$ cat config.mk
export PLATFORM = sky130hd
export DESIGN_NAME = conv_mesh_seq_flat
export DESIGN_NICKNAME = d
export VERILOG_FILES = /design/src/rtl/conv_mesh_seq_pkg.sv /design/src/rtl/conv_mesh_seq_if.sv /design/src/rtl/conv_mesh_seq_pe.sv /design/src/rtl/conv_mesh_seq.sv /design/src/flat_wrapper.sv
export SDC_FILE = /design/constraint.sdc
export NUM_CORES = 2
export LEC_CHECK = 0
export CORE_MARGIN = 8
export CORE_UTILIZATION = 50
export CTS_BUF_LIST = sky130_fd_sc_hd__clkbuf_16
export CTS_CLUSTER_SIZE = 14
export DETAILED_ROUTE_END_ITERATION = 16
export HOLD_SLACK_MARGIN = 0.06
export PLACE_DENSITY = 0.72
export REMOVE_ABC_BUFFERS = 1
export SKIP_LAST_GASP = 1
export SLEW_MARGIN = 40
export SYNTH_ARGS = -nofsm -noshare
export SYNTH_HDL_FRONTEND = slang
export SYNTH_SLANG_ARGS = --single-unit
$ cat constraint.sdc
create_clock -name CLK -period 9.2 [get_ports CLK]
set_input_delay 2.76 -clock CLK [delete_from_list [all_inputs] [get_ports CLK]]
set_output_delay 2.76 -clock CLK [all_outputs]
set_load 0.02 [all_outputs]
$ cat src/rtl/conv_mesh_seq_pkg.sv
// Shared types and helpers for the conv_mesh_seq output-stationary MAC mesh.
// sat_shift is reused by other conv units, so it is written width-agnostic.
package conv_mesh_seq_pkg;

  typedef enum logic [1:0] {
    IDLE    = 2'd0,
    PRELOAD = 2'd1,
    ACCUM   = 2'd2,
    DRAIN   = 2'd3
  } state_t;

  function automatic int row_idx_w(input int rows);
    return (rows > 1) ? $clog2(rows) : 1;
  endfunction

  // Arithmetic right shift then clamp to a signed w-bit range; caller truncates to w bits.
  function automatic logic signed [63:0] sat_shift(input logic signed [63:0] v,
                                                  input logic [4:0]         sh,
                                                  input int                 w);
    logic signed [63:0] shifted;
    logic signed [63:0] hi;
    logic signed [63:0] lo;
    shifted = v >>> sh;
    hi      = (64'sd1 <<< (w - 1)) - 64'sd1;
    lo      = -hi - 64'sd1;
    if (shifted > hi) return hi;
    if (shifted < lo) return lo;
    return shifted;
  endfunction

endpackage

$ cat src/rtl/conv_mesh_seq_if.sv
// Handshake bundle for conv_mesh_seq: config, operand beats and drained rows.
// Every channel is valid/ready: a transfer happens on a rising edge where both are high.
interface conv_mesh_seq_if
  import conv_mesh_seq_pkg::*;
#(
  parameter int ROWS   = 4,
  parameter int COLS   = 4,
  parameter int W      = 8,
  parameter int ACC_W  = 20,
  parameter int KLEN_W = 8
);
  localparam int RIDX_W = row_idx_w(ROWS);

  logic                    cfg_valid;
  logic                    cfg_ready;
  logic [KLEN_W-1:0]       cfg_klen;
  logic                    cfg_psum_en;
  logic [4:0]              cfg_shift;

  logic                    in_valid;
  logic                    in_ready;
  logic [ROWS*W-1:0]       k_in;
  logic [COLS*W-1:0]       n_in;
  logic [COLS*ACC_W-1:0]   psum_in;

  logic                    out_valid;
  logic                    out_ready;
  logic [COLS*W-1:0]       out_data;
  logic [RIDX_W-1:0]       out_row;

  logic                    busy;
  state_t                  dbg_state;

  modport slave (
    input  cfg_valid, cfg_klen, cfg_psum_en, cfg_shift,
    input  in_valid, k_in, n_in, psum_in,
    input  out_ready,
    output cfg_ready, in_ready, out_valid, out_data, out_row, busy, dbg_state
  );

  modport master (
    output cfg_valid, cfg_klen, cfg_psum_en, cfg_shift,
    output in_valid, k_in, n_in, psum_in,
    output out_ready,
    input  cfg_ready, in_ready, out_valid, out_data, out_row, busy, dbg_state
  );

endinterface

$ cat src/rtl/conv_mesh_seq_pe.sv
// Single signed MAC cell of the mesh; clear has priority over load, load over accumulate.
module conv_pe #(
  parameter int W     = 8,
  parameter int ACC_W = 20
) (
  input  logic                    CLK,
  input  logic                    RST,
  input  logic                    clear,
  input  logic                    load,
  input  logic                    en,
  input  logic signed [W-1:0]     k,
  input  logic signed [W-1:0]     n,
  input  logic signed [ACC_W-1:0] psum,
  output logic signed [ACC_W-1:0] acc
);

  logic signed [2*W-1:0] prod;

  assign prod = k * n;

  // Accumulation wraps modulo 2^ACC_W by construction.
  always_ff @(posedge CLK) begin
    if (RST || clear) begin
      acc <= '0;
    end else if (load) begin
      acc <= psum;
    end else if (en) begin
      acc <= acc + ACC_W'(prod);
    end
  end

endmodule

$ cat src/rtl/conv_mesh_seq.sv
// ROWS x COLS output-stationary MAC mesh that sequences one job:
// config, optional psum preload, klen accumulate beats, then a row-by-row saturating drain.
module conv_mesh_seq
  import conv_mesh_seq_pkg::*;
#(
  parameter int ROWS   = 4,
  parameter int COLS   = 4,
  parameter int W      = 8,
  parameter int ACC_W  = 20,
  parameter int KLEN_W = 8
) (
  input  logic           CLK,
  input  logic           RST,
  conv_mesh_seq_if.slave bus
);

  localparam int RIDX_W = row_idx_w(ROWS);

  state_t            state_q, state_d;
  logic [KLEN_W-1:0] klen_q;
  logic [4:0]        shift_q;
  logic [KLEN_W-1:0] beat_q;
  logic [RIDX_W-1:0] pre_row_q;
  logic [RIDX_W-1:0] out_row_q;

  logic cfg_fire, in_fire, out_fire;
  logic pre_fire, acc_fire;
  logic pre_last, acc_last, out_last;

  logic signed [ACC_W-1:0] pe_acc [ROWS][COLS];
  logic [COLS*W-1:0]       data_d;

  assign bus.cfg_ready = (state_q == IDLE);
  assign bus.in_ready  = (state_q == PRELOAD) || (state_q == ACCUM);
  assign bus.out_valid = (state_q == DRAIN);
  assign bus.busy      = (state_q != IDLE);
  assign bus.out_row   = out_row_q;
  assign bus.out_data  = data_d;
  assign bus.dbg_state = state_q;

  assign cfg_fire = bus.cfg_valid && bus.cfg_ready;
  assign in_fire  = bus.in_valid  && bus.in_ready;
  assign out_fire = bus.out_valid && bus.out_ready;
  assign pre_fire = in_fire && (state_q == PRELOAD);
  assign acc_fire = in_fire && (state_q == ACCUM);

  assign pre_last = (pre_row_q == RIDX_W'(ROWS - 1));
  assign acc_last = (beat_q == klen_q - KLEN_W'(1));
  assign out_last = (out_row_q == RIDX_W'(ROWS - 1));

  always_comb begin
    state_d = state_q;
    unique case (state_q)
      IDLE: begin
        if (cfg_fire) begin
          if (bus.cfg_psum_en)               state_d = PRELOAD;
          else if (bus.cfg_klen != '0)       state_d = ACCUM;
          else                               state_d = DRAIN;
        end
      end
      PRELOAD: begin
        if (pre_fire && pre_last) state_d = (klen_q != '0) ? ACCUM : DRAIN;
      end
      ACCUM: begin
        if (acc_fire && acc_last) state_d = DRAIN;
      end
      DRAIN: begin
        if (out_fire && out_last) state_d = IDLE;
      end
      default: state_d = IDLE;
    endcase
  end

  always_ff @(posedge CLK) begin
    if (RST) begin
      state_q   <= IDLE;
      klen_q    <= '0;
      shift_q   <= '0;
      beat_q    <= '0;
      pre_row_q <= '0;
      out_row_q <= '0;
    end else begin
      state_q <= state_d;
      if (cfg_fire) begin
        klen_q    <= bus.cfg_klen;
        shift_q   <= bus.cfg_shift;
        beat_q    <= '0;
        pre_row_q <= '0;
        out_row_q <= '0;
      end
      if (pre_fire) pre_row_q <= pre_row_q + RIDX_W'(1);
      if (acc_fire) beat_q    <= beat_q + KLEN_W'(1);
      if (out_fire) out_row_q <= out_last ? '0 : out_row_q + RIDX_W'(1);
    end
  end

  // Kernel lane r feeds mesh row r, neuron lane c feeds mesh column c.
  for (genvar r = 0; r < ROWS; r++) begin : g_row
    for (genvar c = 0; c < COLS; c++) begin : g_col
      conv_pe #(
        .W     (W),
        .ACC_W (ACC_W)
      ) u_pe (
        .CLK   (CLK),
        .RST   (RST),
        .clear (cfg_fire),
        .load  (pre_fire && (pre_row_q == RIDX_W'(r))),
        .en    (acc_fire),
        .k     (bus.k_in[W*(r+1)-1 -: W]),
        .n     (bus.n_in[W*(c+1)-1 -: W]),
        .psum  (bus.psum_in[ACC_W*(c+1)-1 -: ACC_W]),
        .acc   (pe_acc[r][c])
      );
    end
  end

  // Drain row is a pure function of out_row_q, so it holds while the consumer stalls.
  always_comb begin
    data_d = '0;
    if (state_q == DRAIN) begin
      for (int c = 0; c < COLS; c++) begin
        data_d[c*W +: W] = W'(sat_shift(64'(pe_acc[out_row_q][c]), shift_q, W));
      end
    end
  end

endmodule

$ cat src/flat_wrapper.sv
// flat-port wrapper written by rule: the top's interface ports become plain ports
module conv_mesh_seq_flat import conv_mesh_seq_pkg::*;
#(
  parameter int ROWS   = 4,
  parameter int COLS   = 4,
  parameter int W      = 8,
  parameter int ACC_W  = 20,
  parameter int KLEN_W = 8
)
  (CLK, RST, bus_cfg_valid, bus_cfg_klen, bus_cfg_psum_en, bus_cfg_shift, bus_in_valid, bus_k_in, bus_n_in, bus_psum_in, bus_out_ready, bus_cfg_ready, bus_in_ready, bus_out_valid, bus_out_data, bus_out_row, bus_busy, bus_dbg_state);
  conv_mesh_seq_if #(.ROWS(ROWS), .COLS(COLS), .W(W), .ACC_W(ACC_W), .KLEN_W(KLEN_W)) bus_i ();
  input  logic CLK;
  input  logic RST;
  input wire logic [$bits(bus_i.cfg_valid)-1:0] bus_cfg_valid;
  input wire logic [$bits(bus_i.cfg_klen)-1:0] bus_cfg_klen;
  input wire logic [$bits(bus_i.cfg_psum_en)-1:0] bus_cfg_psum_en;
  input wire logic [$bits(bus_i.cfg_shift)-1:0] bus_cfg_shift;
  input wire logic [$bits(bus_i.in_valid)-1:0] bus_in_valid;
  input wire logic [$bits(bus_i.k_in)-1:0] bus_k_in;
  input wire logic [$bits(bus_i.n_in)-1:0] bus_n_in;
  input wire logic [$bits(bus_i.psum_in)-1:0] bus_psum_in;
  input wire logic [$bits(bus_i.out_ready)-1:0] bus_out_ready;
  output wire logic [$bits(bus_i.cfg_ready)-1:0] bus_cfg_ready;
  output wire logic [$bits(bus_i.in_ready)-1:0] bus_in_ready;
  output wire logic [$bits(bus_i.out_valid)-1:0] bus_out_valid;
  output wire logic [$bits(bus_i.out_data)-1:0] bus_out_data;
  output wire logic [$bits(bus_i.out_row)-1:0] bus_out_row;
  output wire logic [$bits(bus_i.busy)-1:0] bus_busy;
  output wire logic [$bits(bus_i.dbg_state)-1:0] bus_dbg_state;
  assign bus_i.cfg_valid = bus_cfg_valid;
  assign bus_i.cfg_klen = bus_cfg_klen;
  assign bus_i.cfg_psum_en = bus_cfg_psum_en;
  assign bus_i.cfg_shift = bus_cfg_shift;
  assign bus_i.in_valid = bus_in_valid;
  assign bus_i.k_in = bus_k_in;
  assign bus_i.n_in = bus_n_in;
  assign bus_i.psum_in = bus_psum_in;
  assign bus_i.out_ready = bus_out_ready;
  assign bus_cfg_ready = bus_i.cfg_ready;
  assign bus_in_ready = bus_i.in_ready;
  assign bus_out_valid = bus_i.out_valid;
  assign bus_out_data = bus_i.out_data;
  assign bus_out_row = bus_i.out_row;
  assign bus_busy = bus_i.busy;
  assign bus_dbg_state = bus_i.dbg_state;
  conv_mesh_seq #(.ROWS(ROWS), .COLS(COLS), .W(W), .ACC_W(ACC_W), .KLEN_W(KLEN_W)) u_core (.CLK(CLK), .RST(RST), .bus(bus_i));
endmodule
# Word-level counts from Yosys, hierarchy flattened
# Cells that the tools add are included.
totals:
  reg_bits: 347
  in_bits: 163
  out_inout_bits: 40
  elab_cells: 196
classes:
  n_addsub: 20
  multipliers: 16
  n_lt_le_gt_ge: 9
  eq_ne: 12
  shift: 4
  muxes: 86
  bitwise_logic: 1
  reduce_logical: 26
ops:
  columns: ["op", "count"]
  rows:
  - ["two-way mux 20 bit", 32]
  - ["adder 20 x 16 -> 20 bit", 16]
  - ["greater-than comparator 64 x 8 -> 1 bit (second input constant)", 4]
  - ["< comparator 64 x 8 -> 1 bit (second input constant)", 4]
  - ["multiplier 8 x 8 -> 16 bit", 16]
  - [">>> shifter 20 x 5 -> 64 bit", 4]
  - ["binary-select mux 80 bit (select 2 bit)", 1]
  - ["two-way mux 80 bit", 2]
  - ["two-way mux 8 bit", 18]
  - ["two-way mux 32 bit", 1]
  - ["two-way mux 1 bit", 22]
  - ["two-way mux 2 bit", 9]
  - ["nonzero test 2 bit", 8]
  - ["nonzero test 8 bit", 2]
  - ["logical AND 1 bit", 11]
  - ["== test 2 bit (second input constant)", 5]
  - ["adder 8 x 1 -> 8 bit (second input constant)", 1]
  - ["== test 8 bit", 1]
  - ["inequality test 2 bit (second input constant)", 4]
  - ["case mux 2 bit (4 select lines)", 1]
  - ["subtractor 8 x 1 -> 8 bit (second input constant)", 1]
  - ["adder 2 x 1 -> 2 bit (second input constant)", 2]
  - ["== test 2 x 1 -> 1 bit (second input constant)", 2]
  - ["logical NOT 2 bit", 2]
  - ["4 further kinds", 5]

# Depth between registers and ports, before layout
depth:
  ltp_word: 13
  mapped_depth: 21
  depth_no_buf: 19

# Hierarchy
# Synthesis repeated with hierarchy kept, for this count alone.
unflattened:
  cells_unflattened: 9122
  area_unflattened_um2: 82859.5
by_module_without_submodules:
  columns: ["mod", "n_inst", "cells_each", "area_per_inst_um2", "seq_area_each_um2"]
  rows:
  - ["conv_pe (u_core.g_row[0].g_col[0].u_pe ...)", 11, 491, 4478.0, 400.4]
  - ["conv_pe (u_core.g_row[3].g_col[1].u_pe ...)", 3, 491, 4479.3, 400.4]
  - ["conv_mesh_seq", 1, 1286, 11199.5, 540.5]
  - ["conv_pe (u_core.g_row[0].g_col[2].u_pe)", 1, 485, 4485.6, 400.4]
  - ["conv_pe (u_core.g_row[3].g_col[0].u_pe)", 1, 477, 4478.0, 400.4]

# Least setup slack after synthesis
# No wires, ideal clock.
synth_path:
  path_type: "input to register"
  start: "input bus_n_in[17]"
  end: "register u_core.g_row[2].g_col[2].u_pe.acc[19]"
  setup_time_ns: 0.133
  t_arrival_ns: 7.935
  t_required_ns: 9.067
  setup_slack_ns: 1.132
  path_stages: 18
  path_buffers: 1
  path_cell_list: "clkbuf_1 -> and2_1 -> fa_1 -> inv_1 -> fa_1 -> inv_1 -> fa_1 -> fa_1 -> ha_1 -> ha_1 -> a21o_1 -> a21o_1 -> a21o_1 -> a311o_1 -> a2111oi_0 -> nor4_1 -> a211oi_1 -> a21oi_1"
synth_via:
  elab_chain_cells: 4
synth_lines:
  columns: ["item", "line", "source"]
  rows:
  - ["start, declared", "flat_wrapper.sv:20", "input wire logic [$bits(bus_i.n_in)-1:0] bus_n_in;"]
  - ["multiplier 8 x 8 -> 16 bit", "conv_mesh_seq_pe.sv:19", "assign prod = k * n;"]
  - ["adder 20 x 16 -> 20 bit", "conv_mesh_seq_pe.sv:28", "acc <= acc + ACC_W'(prod);"]
  - ["two-way mux 20 bit", "conv_mesh_seq_pe.sv:27", "end else if (en) begin"]
  - ["two-way mux 20 bit", "conv_mesh_seq_pe.sv:25", "end else if (load) begin"]
  - ["end signal, assigned", "conv_mesh_seq_pe.sv:26", "acc <= psum;"]
  - ["end signal, assigned", "conv_mesh_seq_pe.sv:28", null]
  - ["end, declared", "conv_mesh_seq_pe.sv:14", "output logic signed [ACC_W-1:0] acc"]
# No other way between the ends. The select of a mux whose other input is x is not followed.
# A chain may end at the register's enable or synchronous reset.

# Final worst setup path
layout_path:
  start: "input bus_n_in[27]"
  end: "register u_core.g_row[1].g_col[3].u_pe.acc[18]"
layout_via:
  elab_chain_cells: 4
layout_lines:
  columns: ["item", "line"]
  rows:
  - ["multiplier 8 x 8 -> 16 bit", "conv_mesh_seq_pe.sv:19"]
  - ["adder 20 x 16 -> 20 bit", "conv_mesh_seq_pe.sv:28"]
  - ["two-way mux 20 bit", "conv_mesh_seq_pe.sv:27"]
  - ["two-way mux 20 bit", "conv_mesh_seq_pe.sv:25"]
  - ["end signal, assigned", "conv_mesh_seq_pe.sv:26"]
  - ["end signal, assigned", "conv_mesh_seq_pe.sv:28"]
  - ["end, declared", "conv_mesh_seq_pe.sv:14"]
# No other way between the ends. The select of a mux whose other input is x is not followed.

==> impl_metrics.py <==
metrics = {
    "outcome": {
        "status": "finished, final reports clean",
    },
    "synthesis": {
        "ys_types": 84,
        "ys_ff_latch": 347,
        "avgSynthCellArea_sq_um": 8.93,
        "seq_area_frac_synth_pct": 8.69,
        "syn_area_sq_mm": 0.0799,
        "synthCells": 8947,
        "ys.flop_type": "dfxtp_1",
        "async_reset_ff_share_pct": 0,
        "synth_edf_count": 0,
        "yosysWarnings": 0,
    },
    "clock_tree": {
        "clk_path_buf_depth": 3,
        "h-tree-depth": 2,
        "cts_resized": 0,
        "ctsHoldBuffers": 0,
        "postCtsSetupBuffers": 0,
        "cts_tree": "yes",
        "clk_pin_slew_ps": 50,
        "cts_sinks": 347,
        "cts_inserted_buffers": 49,
        "clk_latency_ps": 680,
        "cts-root-buf": "clkbuf_16",
    },
    "drt": {
        "first_pass_iters": 6,
        "vias_per_cell": 5.91,
        "vias": 65372,
        "drt-initial-drc-count": 5470,
        "drc_errors": 0,
        "wl_per_cell_um": 23.1,
        "postRouteAntennaNets": 0,
        "drt_wl_total_um": 256000,
    },
    "grt": {
        "grt.total_usage_pct": 29.6,
        "grt_pass1_wl_um": 402000,
        "grt_pass1_vias": 68534,
        "grt.overflow.total": 0,
        "grt_max_degree": 169,
        "antenna_found_initial": 12,
    },
    "pwr": {
        "p_total_uw": 24600,
        "p_comb_share_pct": 83.9,
        "p_seq_share_pct": 8.1,
        "p_clk_share_pct": 8.0,
        "leakage_uw": 0.0408,
        "power.switching_uw": 12900,
        "intPower_uw": 11700,
        "power_density_mw_per_mm2": 285,
        "vdd_ir_drop_max_mv": 0.197,
        "p_sw_share_pct": 52.4,
    },
    "setup_path": {
        "crit_path_frequent_cell": "fa_1",
        "cp-end-kind": "flop",
        "path_depth": 18,
        "cp_cell_sequence": "clkdlybuf4s50_1 > buf_12 > nand2_1 > fa_1 > fa_1 > inv_1 > fa_1 > fa_1 > fa_1 > ha_1 > nand2_1 > o21ai_0 > o41ai_1 > o21ai_0 > o41ai_1 > o21ai_0 > xnor2_1 > o21ai_0",
        "crit_end": "u_core.g_row[1].g_col[3].u_pe.acc[18]",
        "cp-start-kind": "primary input",
        "worst_path_dominant_cell_family": "adder cells",
        "crit_start": "bus_n_in[27]",
        "critical_path_arrival_ps": 9060,
        "r2r_setup_slack_ps": 3340,
        "r2r_cells": 19,
        "crit_path_top_delay_cell": "clkdlybuf4s50_1",
        "crit_path_max_fanout": 24,
        "r2r_end": "u_core.g_row[1].g_col[3].u_pe.acc[18]",
        "r2r-start": "u_core.g_row[1].g_col[3].u_pe.acc[4]",
        "worstPathRequired_ps": 9690,
        "critical_path_buf_inv_count": 3,
        "cpPeakStageDelay_ps": 800,
        "path_class": "primary input to flop",
    },
    "die": {
        "fp.dieW_um": 416,
        "fp.dieArea_sq_mm": 0.173,
        "start_util_pct": 50.4,
        "die_y_um": 416,
        "rows": 146,
        "core-area_sq_mm": 0.159,
        "io_pins": 203,
    },
    "job": {
        "maxCapViolCount": 0,
    },
    "sta": {
        "max-slew-margin-rel_pct": 36.2,
        "setup_viol": 0,
        "hold_viol": 0,
        "rsz0062_at_grt": "false",
        "slew_viol_final": 0,
        "timing.final.crit_share_pct": 93.1,
        "max_freq_mhz": 117,
        "worst_pin_slew_ps": 957,
        "fin_crit_ps": 8570,
        "fin_worst_skew_ps": 41.9,
    },
    "placement": {
        "hpwl_um": 200000,
        "port_buffers": 202,
        "place_congestion": 0.985,
    },
    "worst_hold_path": {
        "hold_path.class": "flop to flop",
    },
    "final_layout": {
        "drive_above_1_share_pct": 6.33,
        "post-route-util_pct": 54.5,
        "area_growth_pct": 8.06,
        "nNetsFinal": 11258,
    },
}
==> sequential cells by signal, summed over array words and instances, names as in the netlist <==
signal                       count
u_core.g_row.g_col.u_pe.acc    320
u_core.pre_row_q                 2
u_core.beat_q                    8
u_core.bus.out_row               2
u_core.shift_q                   5
u_core.bus.dbg_state             2
u_core.klen_q                    8
==> through the flow <==
stage	TNS [ps]	instances	hold slack, ps	cell area, sq um	worst slack (ps)
after floorplan	-301680	8467	443	78000	-2100
after global placement	0	10956	483	84600	321
after detailed placement	0	10958	488	84700	182
after CTS	0	11047	499	86300	788
after global routing	0	11052	523	86400	493
final	0	11060	497	86400	635
==> power by group through the flow <==
| stage | clock network, uW | logic [uW] | registers, uW |
|---|---|---|---|
| global placement | 0 | 19700 | 2030 |
| finish | 1970 | 20700 | 2000 |
| detailed placement | 0 | 20300 | 2020 |
| global route | 2040 | 23400 | 2010 |
| floorplan | 0 | 15800 | 1920 |
| CTS | 1990 | 20500 | 1990 |
==> worst register-to-register path: stages (launching register included) <==
cell and delay [ps]:
dfxtp_1 350, inv_1 70, fa_1 540, inv_1 50
fa_1 450, ha_1 290, inv_1 50, fa_1 530
inv_1 50, ha_1 290, ha_1 240, fa_1 410
a21oi_1 170, o21ai_0 180, o41ai_1 640, o21ai_0 270
o41ai_1 540, o21ai_0 250, xnor2_1 180, o21ai_0 100
==> cells by family after synthesis <==
group | after synthesis | share of synthesized area, %
AO/OA/AOI/OAI | 1306 | 11.0
XOR/XNOR | 309 | 3.39
buffers and inverters | 2067 | 9.85
adder cells (fa/ha/maj) | 2155 | 47.0
multiplexers | 271 | 5.71
AND/OR/NAND/NOR | 2492 | 14.4
flip-flops | 347 | 8.69
==> final cells by class <==
| type | instances | area (sq um) |
|---|---|---|
| antenna | 10 | 25.0 |
| clock buffer | 50 | 1250 |
| clock inverter | 39 | 304 |
| fill | 14283 | 72200 |
| inverter | 1587 | 5960 |
| multi-input combinational | 6533 | 65200 |
| sequential | 347 | 6970 |
| tap | 2072 | 2590 |
| timing repair buffer | 422 | 4050 |
==> layer usage <==
| metal | track usage, % | vias to the layer above | wire [um] |
|---|---|---|---|
| met2 | 47.3 | 2874 | 117000 |
| li1 | - | 28838 | - |
| met1 | 37.7 | 32923 | 98600 |
| met4 | 17.5 | 16 | 18900 |
| met5 | 0 | - | 112 |
| met3 | 5.36 | 721 | 21200 |
==> cell usage in the layout (no fill, tap or decap), types with 48 or more instances in the layout <==
master              n
fa_1             1408
o21ai_0           247
nand3_1            61
mux4_2            144
ha_1              747
inv_1            1589
dfxtp_1           340
a311oi_1          188
xor2_1             50
clkdlybuf4s50_1   173
and2_1            552
buf_4             189
xnor2_1           259
nor2_1            511
nand2_1          1051
a211oi_1           55
nor3_1            109
a21oi_1           337
o211ai_1           55
clkbuf_16          50
mux2i_1            91
a31oi_1            48
a21o_1             59
==> worst min path at each step <==
stage                                    startpoint                                   end  cells after the start
6_report                           u_core.beat_q[7]                      u_core.beat_q[7]                      1
5_1_grt        u_core.g_row[2].g_col[1].u_pe.acc[3]  u_core.g_row[2].g_col[1].u_pe.acc[3]                      2
4_1_cts        u_core.g_row[0].g_col[2].u_pe.acc[3]  u_core.g_row[0].g_col[2].u_pe.acc[3]                      2
3_5_place_dp   u_core.g_row[0].g_col[2].u_pe.acc[3]  u_core.g_row[0].g_col[2].u_pe.acc[3]                      2
3_3_place_gp   u_core.g_row[3].g_col[2].u_pe.acc[1]  u_core.g_row[3].g_col[2].u_pe.acc[1]                      2
2_1_floorplan                      u_core.klen_q[1]                      u_core.klen_q[1]                      2
==> synthesized netlist by cell type (all sizes together), types with 40 or more instances <==
master	number	area (sq um)
a311oi	188	1650
nor2	515	1930
inv	1585	5950
dfxtp	347	6950
a21oi	337	1690
ha	747	9350
nor3	111	556
mux4	144	3240
nand2	1055	3960
fa	1408	28200
xor2	50	438
o211ai	55	413
nand3	62	310
and3	40	250
a21o	59	443
o21ai	251	1260
a31oi	48	300
a211oi	55	413
buf	98	479
clkbuf	382	1430
and2	553	3460
mux2i	91	911
xnor2	259	2270
No activity file was read; power rests on OpenSTA's default activity.
